==> config.mk <==
export PLATFORM = sky130hd
export DESIGN_NAME = weight_loader
export DESIGN_NICKNAME = d
export VERILOG_FILES = /design/src/rtl/systolic_pkg.sv /design/src/rtl/weight_loader.sv
export SDC_FILE = /design/constraint.sdc
export NUM_CORES = 1
export LEC_CHECK = 0
export ABC_AREA = 1
export BUFFER_PORTS_ARGS = -buffer_cell sky130_fd_sc_hd__buf_2
export CELL_PAD_IN_SITES_DETAIL_PLACEMENT = 0
export CELL_PAD_IN_SITES_GLOBAL_PLACEMENT = 1
export CORE_AREA = 8 8 59 61
export CTS_CLUSTER_SIZE = 40
export DETAILED_ROUTE_END_ITERATION = 8
export DIE_AREA = 0 0 67 69
export PLACE_DENSITY_LB_ADDON = 0.1
export RECOVER_POWER = 100
export SYNTH_ARGS = -nofsm -noshare
export SYNTH_HDL_FRONTEND = slang
export SYNTH_SLANG_ARGS = --single-unit
==> constraint.sdc <==
create_clock -name clk -period 3.4 [get_ports clk]
set_input_delay 0.34 -clock clk [delete_from_list [all_inputs] [get_ports clk]]
set_output_delay 0.34 -clock clk [all_outputs]
set_load 0.005 [all_outputs]
==> src/rtl/systolic_pkg.sv <==
`default_nettype none
// +----------------------------------------------------------------------------
// | systolic_pkg : shared defaults and FSM state type for the systolic array
// | Revision     : 1.0
// +----------------------------------------------------------------------------
package systolic_pkg;

    localparam int DEF_SYSTOLIC_ARRAY_WIDTH = 16;
    localparam int DEF_DATA_WIDTH_IN        = 8;

    typedef enum logic [1:0] {
        IDLE   = 2'd0,
        LOAD   = 2'd1,
        FILL   = 2'd2,
        LOADED = 2'd3
    } wl_state_e;

endpackage : systolic_pkg
`default_nettype wire

==> src/rtl/weight_loader.sv <==
`default_nettype none
// +----------------------------------------------------------------------------
// | weight_loader : streams one weight tile, row by row, into the top PE of a
// |                 systolic column, then issues a one-cycle switch pulse.
// |                 Optional short-tile zero fill: define WL_ZERO_FILL_EN.
// | Revision      : 1.0
// +----------------------------------------------------------------------------
module weight_loader
    import systolic_pkg::*;
#(
    parameter int  SYSTOLIC_ARRAY_WIDTH = DEF_SYSTOLIC_ARRAY_WIDTH,
    parameter int  DATA_WIDTH_IN        = DEF_DATA_WIDTH_IN,
    localparam int INDEX_WIDTH          = $clog2(SYSTOLIC_ARRAY_WIDTH)
) (
    input  logic                            clk,
    input  logic                            rst_n,
    input  logic                            wl_start_in,
    input  logic                            wl_valid_in,
    input  logic signed [DATA_WIDTH_IN-1:0] wl_weight_in,
    input  logic                            wl_last_in,
    output logic                            wl_ready_out,
    input  logic                            wl_switch_req_in,
    output logic                            wl_loaded_out,
    output logic signed [DATA_WIDTH_IN-1:0] col_weight_out,
    output logic [INDEX_WIDTH-1:0]          col_index_out,
    output logic                            col_accept_w_out,
    output logic                            col_switch_out
);

    localparam logic [INDEX_WIDTH-1:0] LAST_ROW = INDEX_WIDTH'(SYSTOLIC_ARRAY_WIDTH - 1);

    wl_state_e                       state_q, state_d;
    logic [INDEX_WIDTH-1:0]          row_q, row_d;
    logic signed [DATA_WIDTH_IN-1:0] weight_q, weight_d;
    logic [INDEX_WIDTH-1:0]          index_q, index_d;
    logic                            accept_q, accept_d;
    logic                            switch_q, switch_d;

`ifndef WL_ZERO_FILL_EN
    // Without zero fill every tile is full width, so the end-of-tile marker has no role.
    logic w_unused_last;
    assign w_unused_last = wl_last_in;
`endif

    assign wl_ready_out     = (state_q == LOAD);
    assign wl_loaded_out    = (state_q == LOADED);
    assign col_weight_out   = weight_q;
    assign col_index_out    = index_q;
    assign col_accept_w_out = accept_q;
    assign col_switch_out   = switch_q;

    always_comb begin
        state_d  = state_q;
        row_d    = row_q;
        weight_d = weight_q;
        index_d  = index_q;
        accept_d = 1'b0;
        switch_d = 1'b0;

        case (state_q)
            IDLE: begin
                if (wl_start_in) begin
                    state_d = LOAD;
                    row_d   = '0;
                end
            end

            LOAD: begin
                if (wl_valid_in) begin
                    accept_d = 1'b1;
                    weight_d = wl_weight_in;
                    index_d  = row_q;
                    if (row_q == LAST_ROW) begin
                        state_d = LOADED;
                        row_d   = '0;
                    end else begin
                        row_d = row_q + 1'b1;
`ifdef WL_ZERO_FILL_EN
                        if (wl_last_in) begin
                            state_d = FILL;
                        end
`endif
                    end
                end
            end

`ifdef WL_ZERO_FILL_EN
            // Pad the remaining rows of a short tile with zero weights.
            FILL: begin
                accept_d = 1'b1;
                weight_d = '0;
                index_d  = row_q;
                if (row_q == LAST_ROW) begin
                    state_d = LOADED;
                    row_d   = '0;
                end else begin
                    row_d = row_q + 1'b1;
                end
            end
`endif

            LOADED: begin
                if (wl_switch_req_in) begin
                    switch_d = 1'b1;
                    row_d    = '0;
                    state_d  = wl_start_in ? LOAD : IDLE;
                end
            end

            default: begin
                state_d = IDLE;
                row_d   = '0;
            end
        endcase
    end

    always_ff @(posedge clk or negedge rst_n) begin
        if (!rst_n) begin
            state_q  <= IDLE;
            row_q    <= '0;
            weight_q <= '0;
            index_q  <= '0;
            accept_q <= 1'b0;
            switch_q <= 1'b0;
        end else begin
            state_q  <= state_d;
            row_q    <= row_d;
            weight_q <= weight_d;
            index_q  <= index_d;
            accept_q <= accept_d;
            switch_q <= switch_d;
        end
    end

endmodule : weight_loader
`default_nettype wire

Yosys cells after proc, flatten, opt, wreduce, memory -nomap -nowiden
Index checks and enable logic that the tools add are counted.

storage, ports and cells
  register bits after elaboration = 20
  bits in latches = 0
  memory bits (writable) = 0
  memory bits (read-only) = 0
  output and inout port bits = 16
  word-level logic and storage cells = 33
  memories kept = 0

cells by class
  $add $sub $neg = 1
  $mul = 0
  div/mod/pow operators = 0
  order comparisons = 0
  eq/ne operators = 7
  shift operators = 0
  muxes and demuxes = 15
  bitwise gates (word level) = 0
  reduce and logical (&&, ||, !) cells = 4

operator list
  operator                                             count
  2-to-1 mux 4 bit                                     4
  one-hot mux 4 bit (3 select lines)                   1
  2-to-1 mux 2 bit                                     4
  != test 2 bit, second input constant                 3
  one-hot mux 2 bit (3 select lines)                   1
  2-to-1 mux 1 bit                                     5
  adder 4 x 1 -> 4 bit, second input constant          1
  equality test 4 bit, second input constant           1
  AND reduction 4 bit                                  1
  AND reduction 3 bit                                  1
  equality test 2 x 1 -> 1 bit, second input constant  1
  equality test 2 bit, second input constant           1
  logical NOT 2 bit                                    1
  != test 2 x 1 -> 1 bit, second input constant        1
  AND reduction 2 bit                                  1

Logic depth before layout (Yosys ltp)
  depth in word-level cells = 4
  mapped depth = 8
  mapped depth without buffers = 7

Least setup slack after synthesis
Ideal clock, no wire load.

  kind = register to register
  start point = register row_q[0]
  end point = register row_q[2]
  library setup time = 0.083 ns
  data arrival time = 1.113 ns
  required time = 3.317 ns
  slack = 2.204 ns
  stages on the path, launching flop included = 6
  buffers on the path = 0
  cell sequence = dfrtp_1 ha_1 or2_2 a21oi_1 nand2_1 o21ai_0

between the ends
  cells in the longest elaborated chain, start to end = 4
  elaborated cells between the ends (all ways) = 5
  classes of those cells = 1 x add/sub; 1 x eq/ne; 3 x mux

ends and longest elaborated chain
  what                                                                RTL line                                  RTL
  start: declaration                                                  weight_loader.sv:33                       logic [INDEX_WIDTH-1:0] row_q, row_d;
  start signal: assignment                                            weight_loader.sv:127                      row_q <= row_d;
  adder 4 x 1 -> 4 bit / equality test 4 bit (equally long branches)  weight_loader.sv:77, weight_loader.sv:73
  2-to-1 mux 4 bit *                                                  weight_loader.sv:73                       if (row_q == LAST_ROW) begin
  2-to-1 mux 4 bit *                                                  weight_loader.sv:69                       if (wl_valid_in) begin
  one-hot mux 4 bit (3 select lines) *                                weight_loader.sv:60                       case (state_q)

Mark *: on every way between the ends. The rest lies on a longest branch, timed or not. The select of a mux whose other input is x is not followed.
A chain may end at the register's enable or synchronous reset.

Worst setup path after layout
  start point = register state_q[0]
  end point = register index_q[3] (netlist: col_index_out[3])

between the ends
  cells in the longest elaborated chain, start to end = 2

ends and longest elaborated chain
  what                           RTL line              RTL
  start: declaration             weight_loader.sv:32   wl_state_e state_q, state_d;
  start signal: assignment       weight_loader.sv:126  state_q <= state_d;
  equality test 2 x 1 -> 1 bit   weight_loader.sv:60
  AND reduction 2 bit (no line)  --
  end signal: assignment         weight_loader.sv:129  index_q <= index_d;
  end: declaration               weight_loader.sv:35   logic [INDEX_WIDTH-1:0] index_q, index_d;

Every way passes these cells.

==> results.ini <==
[worst_setup_path]
cp-end-kind=flip-flop
crit_type=reg -> reg
cp-start-kind=flip-flop
worst_path_largest_cell_delay_ns=0.60
cp_data_required_time_ns=3.59
r2r_end=col_index_out[3]$_DFFE_PN0P_
critPathMaxFanout=15
r2r_slack_ns=1.27
rr_worst_depth=7
crit_arrival_ns=2.32
worstReg2RegStart=state_q[0]$_DFFE_PN0P_
slowest_stage=nor2_1
cp_cell_sequence=inv_1 -> nor2_1 -> inv_2 -> nor2_1 -> inv_2 -> nand2_1 -> o21ai_0

[yosys]
synth_top_area_frac=0.559
synth_fp_nets=123
synth.avg_cell_area_um2=8.28
yosys_register_bits=20
synth_cell_types=15
yosys.area.top_type=dfrtp_1
synthTopCellsByArea=dfrtp_1 (56%), nand2_1 (20%), inv_1 (4.6%)
yosysWarnings=0
syn_area_um2=895
ys_seq_area_frac=0.559
synth_cells=108

[final_layout]
mostFrequentLayoutCells=nand2_1 (47), dfrtp_1 (20), buf_2 (19)
final_nets=155
final_core_util=0.416
syn2layout_area_growth_pct=21.5
fillers=292
drive_above_1_share=0.187
finalInstanceArea_um2=1090
stdcell_count=170
n_antenna_cell=0
final_common_cell=nand2_1

[detailed_routing]
routed-via-count=749
routed-wl-met3_um=169
drtIter0Drc=26
drt_wl_total_um=1980
m1WireLength_um=912
post-route-drc-count=0
drt-pass1-iter-count=4
drtAntennaViolNets=0
top_layer_used=met4
wl_per_cell_um=11.6
via_per_inst=4.41
wl_met2_um=876

[pwr]
p_leak_nw=0.622
ir_worst_vdd_mv=0.338
powerDensity_nw_per_um2=813
total_power_mw=0.884

[sta]
hold_ws_ns=0.244
finalSetupViolCount=0
setup_tns_ns=0
worstMarginPinSlew_ns=1.08
max_freq_mhz=470
clock_skew_ns=0.00834
slew_violations=0
hold_viol_final=0
setup_ws_ns=1.27
layout_min_cycle_time_ns=2.13
finalCritPeriodShare=0.626
grt_setup_unrepaired=no
slew_headroom=0.278

[grt]
grt_first_pass_wirelength_um=3460
grt-ovfl-total=0
grt_start_max_net_pins=21
grt_pass1_vias=790
antenna_found_initial=0
track_usage=0.0925

[clocking]
cts_root_buffer=clkbuf_4
cts.clk_slew.worst_paths_ns=0.12
clockBufferDepth=2
cts_buffers=3
h-tree-depth=1
worstSkewPairLatency_ns=0.30
clock-sinks=20
cts_tree=done
cts_setup_buffers=0

[die]
num_rows=19
start_util=0.342
die_y_um=69
dieArea_um2=4620
die_x_um=67
io_pins=30
core_area_um2=2620

[placement]
placed_area_um2=1050
dp_cells=165
port_buffers=28
place.gp.congestion=0.717
pre_cts_slack_ns=1.92
hpwlAfterDp_um=1490

[worst_hold_path]
min_path_cells=3
hold_class=in -> reg
min_to=col_weight_out[6]$_DFFE_PN0P_
min_from=wl_weight_in[6]

[status]
status=finished clean

[run]
maxCapViolations=0

[cell type report]
cell class,count,area [µm²],area share
clock inverter,1,30.0,0.0276
timing repair buffer,29,139,0.128
sequential,20,500,0.460
clock buffer,3,22.5,0.0207
tap,31,38.8,0.0357
multi-input combinational,72,304,0.280
inverter,14,52.6,0.0483
[what timing repair did]
item,CTS,global route
hold endpoints to repair,20,0
hold buffers,1,0
resized for setup,0,0
[cell usage after synthesis]
| cell | instances |
|---|---|
| nand2_1 | 47 |
| dfrtp_1 | 20 |
| inv_1 | 11 |
| nand3_1 | 7 |
| o21ai_0 | 7 |
| nor2_1 | 4 |
| inv_2 | 3 |
| nor2_4 | 2 |
| a21oi_1 | 1 |
| buf_4 | 1 |
| buf_6 | 1 |
| ha_1 | 1 |
| nand4_1 | 1 |
| o21ai_2 | 1 |
| or2_2 | 1 |
[critical path: cells and delay by family, from the launching register on]
kind,cells,cell delay (ns)
buffers and inverters,3,0.45
and+or+nand+nor,3,1.06
AOI/OAI and AO/OA,1,0.08
DFF,1,0.44
[layer usage]
metal / track usage / vias to the layer above
met5: 0 / -
met4: 0.0419 / 0
met2: 0.145 / 20
met3: 0.0275 / 2
met1: 0.112 / 332
li1: - / 395
[state kept, by name, indices dropped and copies added (netlist names)]
name and count:
col_index_out 4, col_weight_out 8, col_accept_w_out 1, col_switch_out 1
state_q 2, row_q 4
[cells by family (layout without fill, tap and decap cells)]
| family | count (synthesis) | after routing | synth area share |
|---|---|---|---|
| AO/OA/AOI/OAI | 9 | 9 | 0.0545 |
| adder cells (fa/ha/maj) | 1 | 1 | 0.0140 |
| buffers and inverters | 16 | 47 | 0.0797 |
| flip-flops | 20 | 20 | 0.559 |
| AND/OR/NAND/NOR | 62 | 62 | 0.292 |
[how the worst max path moves through the flow]
| stage | slack (ns) | to | startpoint |
|---|---|---|---|
| after floorplan | 2.20 | row_q[2]$_DFFE_PN0P_ | row_q[0]$_DFFE_PN0P_ |
| after global placement | 1.94 | col_index_out[3]$_DFFE_PN0P_ | state_q[0]$_DFFE_PN0P_ |
| after detailed placement | 1.92 | col_index_out[3]$_DFFE_PN0P_ | state_q[0]$_DFFE_PN0P_ |
| after CTS | 1.90 | col_index_out[3]$_DFFE_PN0P_ | state_q[0]$_DFFE_PN0P_ |
| after global routing | 0.94 | col_index_out[2]$_DFFE_PN0P_ | state_q[0]$_DFFE_PN0P_ |
| final | 1.27 | col_index_out[3]$_DFFE_PN0P_ | state_q[0]$_DFFE_PN0P_ |
[power breakdown]
part | internal, mW | total (mW) | switching, mW
Combinational | 0.116 | 0.308 | 0.192
Sequential | 0.327 | 0.386 | 0.0589
Clock | 0.119 | 0.190 | 0.0712
(Power assumes the default switching activity.)
